`src/rtl/sdram_arb_pkg.sv`:
```
// sdram_arb_pkg: shared state, grant-source type and round-robin pick helper for sdram_port_arbiter
package sdram_arb_pkg;
  typedef enum logic [1:0] {IDLE, ISSUE, DONE} arb_state_e;
  typedef struct packed {
    logic       dl;
    logic [2:0] idx;
  } grant_t;
  // returns {found, index} of the first set request at or after ptr, wrapping at n clients
  function automatic logic [3:0] rr_pick(input logic [7:0] req, input logic [2:0] ptr, input int n);
    logic [3:0] r;
    logic [3:0] j;
    r = '0;
    for (int k = 7; k >= 0; k--) begin
      j = {1'b0, ptr} + 4'(k);
      j = (j >= 4'(n)) ? j - 4'(n) : j;
      if (k < n && req[j[2:0]]) r = {1'b1, j[2:0]};
    end
    return r;
  endfunction
endpackage

```
`src/rtl/sdram_arb_dl_fifo.sv`:
```
// sdram_arb_dl_fifo: synchronous FIFO buffering download writes ahead of the arbiter
module sdram_arb_dl_fifo #(
  parameter int W     = 31,
  parameter int DEPTH = 4
) (
  input  logic         clk,
  input  logic         rst_n,
  input  logic         push,
  input  logic         pop,
  input  logic [W-1:0] din,
  output logic [W-1:0] dout,
  output logic         full,
  output logic         empty
);
  localparam int AW = $clog2(DEPTH);
  localparam logic [AW:0] ONE = (AW + 1)'(1);
  logic [W-1:0] mem_q [DEPTH];
  logic [AW:0]  wr_q, wr_d, rd_q, rd_d;
  assign full  = (wr_q[AW] != rd_q[AW]) && (wr_q[AW-1:0] == rd_q[AW-1:0]);
  assign empty = wr_q == rd_q;
  assign dout  = mem_q[rd_q[AW-1:0]];
  // pointers advance on accepted push/pop; the extra MSB tells full from empty
  always_comb begin
    wr_d = (push && !full) ? wr_q + ONE : wr_q;
    rd_d = (pop && !empty) ? rd_q + ONE : rd_q;
  end
  // pointer registers
  always_ff @(posedge clk or negedge rst_n)
    if (!rst_n) begin
      wr_q <= '0;
      rd_q <= '0;
    end else begin
      wr_q <= wr_d;
      rd_q <= rd_d;
    end
  // storage array, no reset needed since empty masks stale entries
  always_ff @(posedge clk)
    if (push && !full) mem_q[wr_q[AW-1:0]] <= din;
endmodule

```
`src/rtl/sdram_port_arbiter.sv`:
```
// sdram_port_arbiter: N-client round-robin SDRAM arbiter with an absolute-priority download port.
// Define SDRAM_ARB_DL_FIFO_EN to buffer download writes in a DL_FIFO_DEPTH FIFO instead of one holding register.
module sdram_port_arbiter
  import sdram_arb_pkg::*;
#(
  parameter int NUM_CLIENTS   = 3,
  parameter int ADDR_W        = 23,
  parameter int DATA_W        = 8,
  parameter int DL_FIFO_DEPTH = 4
) (
  input  logic                          clk_sys,
  input  logic                          reset_n,
  input  logic [NUM_CLIENTS-1:0]        cli_req,
  input  logic [NUM_CLIENTS-1:0]        cli_we,
  input  logic [NUM_CLIENTS*ADDR_W-1:0] cli_addr,
  input  logic [NUM_CLIENTS*DATA_W-1:0] cli_wdata,
  output logic [NUM_CLIENTS-1:0]        cli_ack,
  output logic [DATA_W-1:0]             cli_rdata,
  input  logic                          dl_active,
  input  logic                          dl_wr,
  input  logic [ADDR_W-1:0]             dl_addr,
  input  logic [DATA_W-1:0]             dl_data,
  output logic                          dl_busy,
  output logic                          dl_overflow,
  output logic                          mem_req,
  output logic                          mem_we,
  output logic [ADDR_W-1:0]             mem_addr,
  output logic [DATA_W-1:0]             mem_din,
  input  logic [DATA_W-1:0]             mem_dout,
  input  logic                          mem_ack
);
  localparam int EW = ADDR_W + DATA_W;
  localparam logic [2:0] LAST = 3'(NUM_CLIENTS - 1);
  arb_state_e state_q, state_d;
  grant_t grant_q, grant_d;
  logic [2:0] ptr_q, ptr_d;
  logic mem_req_q, mem_req_d, mem_we_q, mem_we_d, act_q, ovf_q, ovf_d;
  logic [ADDR_W-1:0] mem_addr_q, mem_addr_d;
  logic [DATA_W-1:0] mem_din_q, mem_din_d, rdata_q, rdata_d;
  logic st_valid, push, pop;
  logic [EW-1:0] st_head;
  logic [3:0] pick;
  logic [NUM_CLIENTS-1:0] ack_vec;
  assign push = dl_wr && dl_active && !dl_busy;
  assign pop  = (state_q == DONE) && grant_q.dl;
`ifdef SDRAM_ARB_DL_FIFO_EN
  logic st_empty;
  sdram_arb_dl_fifo #(.W(EW), .DEPTH(DL_FIFO_DEPTH)) u_dl_fifo (
    .clk(clk_sys), .rst_n(reset_n), .push(push), .pop(pop), .din({dl_addr, dl_data}),
    .dout(st_head), .full(dl_busy), .empty(st_empty)
  );
  assign st_valid = !st_empty;
`else
  logic hold_valid_q, hold_valid_d;
  logic [EW-1:0] hold_q, hold_d;
  // single holding register, occupied from store until its access completes
  always_comb begin
    hold_valid_d = push ? 1'b1 : (pop ? 1'b0 : hold_valid_q);
    hold_d = push ? {dl_addr, dl_data} : hold_q;
  end
  // holding register state
  always_ff @(posedge clk_sys or negedge reset_n)
    if (!reset_n) begin
      hold_valid_q <= 1'b0;
      hold_q <= '0;
    end else begin
      hold_valid_q <= hold_valid_d;
      hold_q <= hold_d;
    end
  assign st_valid = hold_valid_q;
  assign st_head  = hold_q;
  assign dl_busy  = hold_valid_q;
`endif
  // arbitration FSM: download first, clients round-robin only while no download is active
  always_comb begin
    state_d = state_q;
    grant_d = grant_q;
    ptr_d = ptr_q;
    mem_req_d = mem_req_q;
    mem_we_d = mem_we_q;
    mem_addr_d = mem_addr_q;
    mem_din_d = mem_din_q;
    rdata_d = rdata_q;
    pick = rr_pick(8'(cli_req), ptr_q, NUM_CLIENTS);
    case (state_q)
      IDLE:
        if (st_valid) begin
          state_d = ISSUE;
          grant_d = '{dl: 1'b1, idx: 3'd0};
          mem_req_d = 1'b1;
          mem_we_d = 1'b1;
          mem_addr_d = st_head[DATA_W +: ADDR_W];
          mem_din_d = st_head[DATA_W-1:0];
        end else if (!dl_active && pick[3]) begin
          state_d = ISSUE;
          grant_d = '{dl: 1'b0, idx: pick[2:0]};
          mem_req_d = 1'b1;
          mem_we_d = cli_we[pick[2:0]];
          mem_addr_d = cli_addr[pick[2:0]*ADDR_W +: ADDR_W];
          mem_din_d = cli_wdata[pick[2:0]*DATA_W +: DATA_W];
        end
      ISSUE:
        if (mem_ack) begin
          state_d = DONE;
          mem_req_d = 1'b0;
          rdata_d = (!grant_q.dl && !mem_we_q) ? mem_dout : rdata_q;
        end
      DONE: begin
        state_d = IDLE;
        ptr_d = grant_q.dl ? ptr_q : (grant_q.idx == LAST ? 3'd0 : grant_q.idx + 3'd1);
      end
      default: state_d = IDLE;
    endcase
  end
  // sticky overflow, cleared when a new download starts
  always_comb ovf_d = (ovf_q && !(dl_active && !act_q)) || (dl_wr && dl_active && dl_busy);
  // one-hot acknowledge vector for the granted client
  always_comb
    for (int i = 0; i < NUM_CLIENTS; i++) ack_vec[i] = grant_q.idx == 3'(i);
  // state registers
  always_ff @(posedge clk_sys or negedge reset_n)
    if (!reset_n) begin
      state_q <= IDLE;
      grant_q <= '0;
      ptr_q <= '0;
      mem_req_q <= 1'b0;
      mem_we_q <= 1'b0;
      mem_addr_q <= '0;
      mem_din_q <= '0;
      rdata_q <= '0;
      act_q <= 1'b0;
      ovf_q <= 1'b0;
    end else begin
      state_q <= state_d;
      grant_q <= grant_d;
      ptr_q <= ptr_d;
      mem_req_q <= mem_req_d;
      mem_we_q <= mem_we_d;
      mem_addr_q <= mem_addr_d;
      mem_din_q <= mem_din_d;
      rdata_q <= rdata_d;
      act_q <= dl_active;
      ovf_q <= ovf_d;
    end
  assign cli_ack = (state_q == DONE && !grant_q.dl) ? ack_vec : '0;
  assign cli_rdata = rdata_q;
  assign dl_overflow = ovf_q;
  assign mem_req = mem_req_q;
  assign mem_we = mem_we_q;
  assign mem_addr = mem_addr_q;
  assign mem_din = mem_din_q;
endmodule

```
`config.mk`:
```
export PLATFORM = sky130hd
export DESIGN_NAME = sdram_port_arbiter
export DESIGN_NICKNAME = d
export VERILOG_FILES = /design/src/rtl/sdram_arb_pkg.sv /design/src/rtl/sdram_arb_dl_fifo.sv /design/src/rtl/sdram_port_arbiter.sv
export SDC_FILE = /design/constraint.sdc
export NUM_CORES = 1
export LEC_CHECK = 0
export ABC_AREA = 1
export CORE_MARGIN = 2
export CORE_UTILIZATION = 46
export DETAILED_ROUTE_END_ITERATION = 10
export GPL_TIMING_DRIVEN = 0
export HOLD_SLACK_MARGIN = 0.06
export PLACE_DENSITY = 0.88
export SLEW_MARGIN = 20
export SYNTH_ARGS = -nofsm -noshare
export SYNTH_HDL_FRONTEND = slang
export SYNTH_HIERARCHICAL = 1
export SYNTH_SLANG_ARGS = --single-unit
```
`constraint.sdc`:
```
create_clock -name clk_sys -period 3.1 [get_ports clk_sys]
set_clock_uncertainty 0.1 [all_clocks]
set_input_delay 0.93 -clock clk_sys [delete_from_list [all_inputs] [get_ports clk_sys]]
set_output_delay 0.93 -clock clk_sys [all_outputs]
set_load 0.005 [all_outputs]
```
==> out/results.txt <==
status = complete, no violations
latest clock arrival within the worst-skew pair = 330 ps
most frequent cells in the layout = 201 x nand2_1, 187 x clkdlybuf4s50_1, 148 x inv_1
via/cell ratio = 5.05
worst slew margin relative to its limit = 0.633
sequential-to-total area share from yosys stat = 0.392
ratio of cells with drive above 1 in the final layout = 0.0748
CP Capture Type = output port
WP buf/inv = 2
GRT overflow = 0
max-slew violations = 0
Initial Util = 0.470
Avg Inst Size Synth = 6.82 um^2
Worst Hold Class = reg -> reg
CTS clk-pin slew, worst paths = 60 ps
Synthesized Nets = 936
DR iter-0 viols = 285
post-synthesis register bit count = 84
critical-path maximum fanout = 5
final hold vios = 0
crit-path max cell delay = 550 ps
Design Area, Final = 7730 um^2
leading cell type in the layout, fill and taps excluded = nand2_1
Post-CTS Setup Inserts = 0
largest net degree at the start of global routing = 52
I/O Pins = 189
Root Driver = clkbuf_16
maximum VDD drop = 1050 uV
TritonCTS clock tree = yes
post-layout util = 0.677
Slew @ Worst Pin = 551 ps
Sink Count = 84
pwr dens = 1200 nW/um^2
commonest register cell after synthesis = dfrtp_1
area of the die = 12500 um^2
n_diodes = 0
static leakage = 4.12 nW
Layout Nets = 1136
Top delay family on crit path = buffers and inverters
CP arrival = 1910 ps
cell taking the most area after synthesis = dfrtp_1
synth unique cells = 29
Peak Freq = 341 MHz
post-route ant nets = 0
area post-placement = 7450 um^2
GPL Wtd Cong = 0.874
YS warnings = 6
kind of critical path = reg -> out
Core ar. = 11400 um^2
# rows = 39
part of the cycle the worst path needs = 0.947
vias = 5720
gr usage total = 0.264
total CTS buffers = 9
dpl cells = 1118
first-pass GRT wire length = 26500 um
fin cells = 1132
crit path cell chain = nor3_4 > inv_1 > nor4_2 > clkdlybuf4s50_1
H-tree levels = 3
port buffer count = 188
Pwr Total = 9.31 mW
synth top area cells = dfrtp_1 39%, nand2_1 14%, nand3_1 13%
drt total wl = 16500 um
fraction of registers with async set/reset = 1.00
Hold Buf Count CTS = 0
Mapped Area = 5360 um^2
Final setup viols = 0
Synth top area share = 0.392
worst endpoint required time = 2070 ps
element type at the critical path start = flip-flop
initial antenna violation count = 0
Final Critical Period = 2940 ps
die height = 112 um
Longest Clk Path Bufs = 2
Max-cap violations = 0
drc violations = 0
Layout area overhead = 44.2%
Die X = 112 um
Final HPWL DP = 12800 um
unrepaired setup endpoints after global routing = no
Detailed Routing Iterations Pass 1 = 6
Worst path slowest cell = clkdlybuf4s50_1
post-synthesis cell count = 786
DR WL/cell = 14.6 um
vias in the first global route = 5637
Post-synth EDFFs = 0
[sequential cells by signal (all words and copies together) (netlist names)]
register,count
mem_req,1
mem_addr,23
state_q,2
mem_din,8
act_q,1
grant_q,4
dl_overflow,1
dl_busy,1
ptr_q,3
cli_rdata,8
mem_we,1
hold_q,31
[final timing paths]
| check | depth (start not counted) | slack [ps] | start | end |
|---|---|---|---|---|
| worst max-delay path | 4 | 160 | state_q[0] | cli_ack[2] |
| worst max register to register | 17 | 340 | ptr_q[0] | mem_addr[21] |
| worst min-delay path | 2 | 370 | act_q | dl_overflow |
| min in group asynchronous | 1 | 450 | reset_n | mem_addr[14] |
| max in group asynchronous | 2 | 1840 | reset_n | cli_rdata[0] |
| worst min register to register | 2 | 370 | act_q | dl_overflow |
[where the power goes]
| group | switching (mW) | internal, mW |
|---|---|---|
| combinational | 3.84 | 2.59 |
| sequential | 0.282 | 1.64 |
| clock | 0.404 | 0.555 |
| total | 4.52 | 4.78 |
[per-stage QoR]
| step | setup WS [ps] | hold WS, ps | setup TNS (ps) |
|---|---|---|---|
| floorplan | 811 | 346 | 0 |
| global placement | -2030 | 353 | -169920 |
| detailed placement | 59.0 | 365 | 0 |
| CTS | 1.49 | 375 | 0 |
| global route | 1.17 | 398 | 0 |
| finish | 165 | 372 | 0 |
[kinds of logic (layout without fill, tap and decap cells)]
| group | Yosys count | after routing | synth area share |
|---|---|---|---|
| mux | 13 | 13 | 0.0273 |
| flops | 84 | 84 | 0.392 |
| simple gates | 421 | 421 | 0.343 |
| compound gates | 68 | 68 | 0.0656 |
| xor+xnor | 1 | 1 | 0.00163 |
| buf+inv | 192 | 395 | 0.154 |
| fa+ha+maj | 7 | 7 | 0.0163 |
[repair_timing]
| item | CTS | global route |
|---|---|---|
| resized for setup | 1 | 3 |
| pin swaps | 0 | 0 |
| setup endpoints to repair | 3 | 3 |
[cell usage after synthesis (2+ instances only)]
cell	count
a21oi_1	52
buf_1	5
buf_2	12
buf_4	12
buf_6	6
clkbuf_1	8
dfrtp_1	84
ha_1	7
inv_1	148
mux2_2	13
nand2_1	201
nand2_2	8
nand3_1	144
nand3_2	3
nand3b_1	3
nand4_1	6
nor2_1	49
nor3_1	3
nor4_1	2
o21ai_0	9
o21ai_1	2
o22ai_1	2
[worst reg2reg max path, delay by kind of cell (launching register included)]
family / cells / cell delay (ps)
fa+ha+maj: 2 / 440
simple gates: 13 / 1260
flops: 1 / 480
compound gates: 1 / 100
buf+inv: 1 / 280
[area by class of cell]
| type | count | area (um^2) |
|---|---|---|
| Inverter | 149 | 559 |
| Clock buffer | 12 | 246 |
| Multi-Input combinational cell | 510 | 2460 |
| Timing Repair Buffer | 189 | 1910 |
| Tap cell | 143 | 179 |
| Buffer | 43 | 267 |
| Clock inverter | 2 | 12.5 |
| Sequential cell | 84 | 2100 |
| Fill cell | 963 | 3690 |
[routing by layer]
layer | share of wire | vias to the layer above | global-route usage
met5 | 0 | - | 0
met2 | 0.48 | 237 | 0.449
met4 | 0.024 | 0 | 0.0878
li1 | - | 2850 | -
met3 | 0.086 | 30 | 0.0670
met1 | 0.41 | 2603 | 0.330
(Power assumes the default switching activity.)
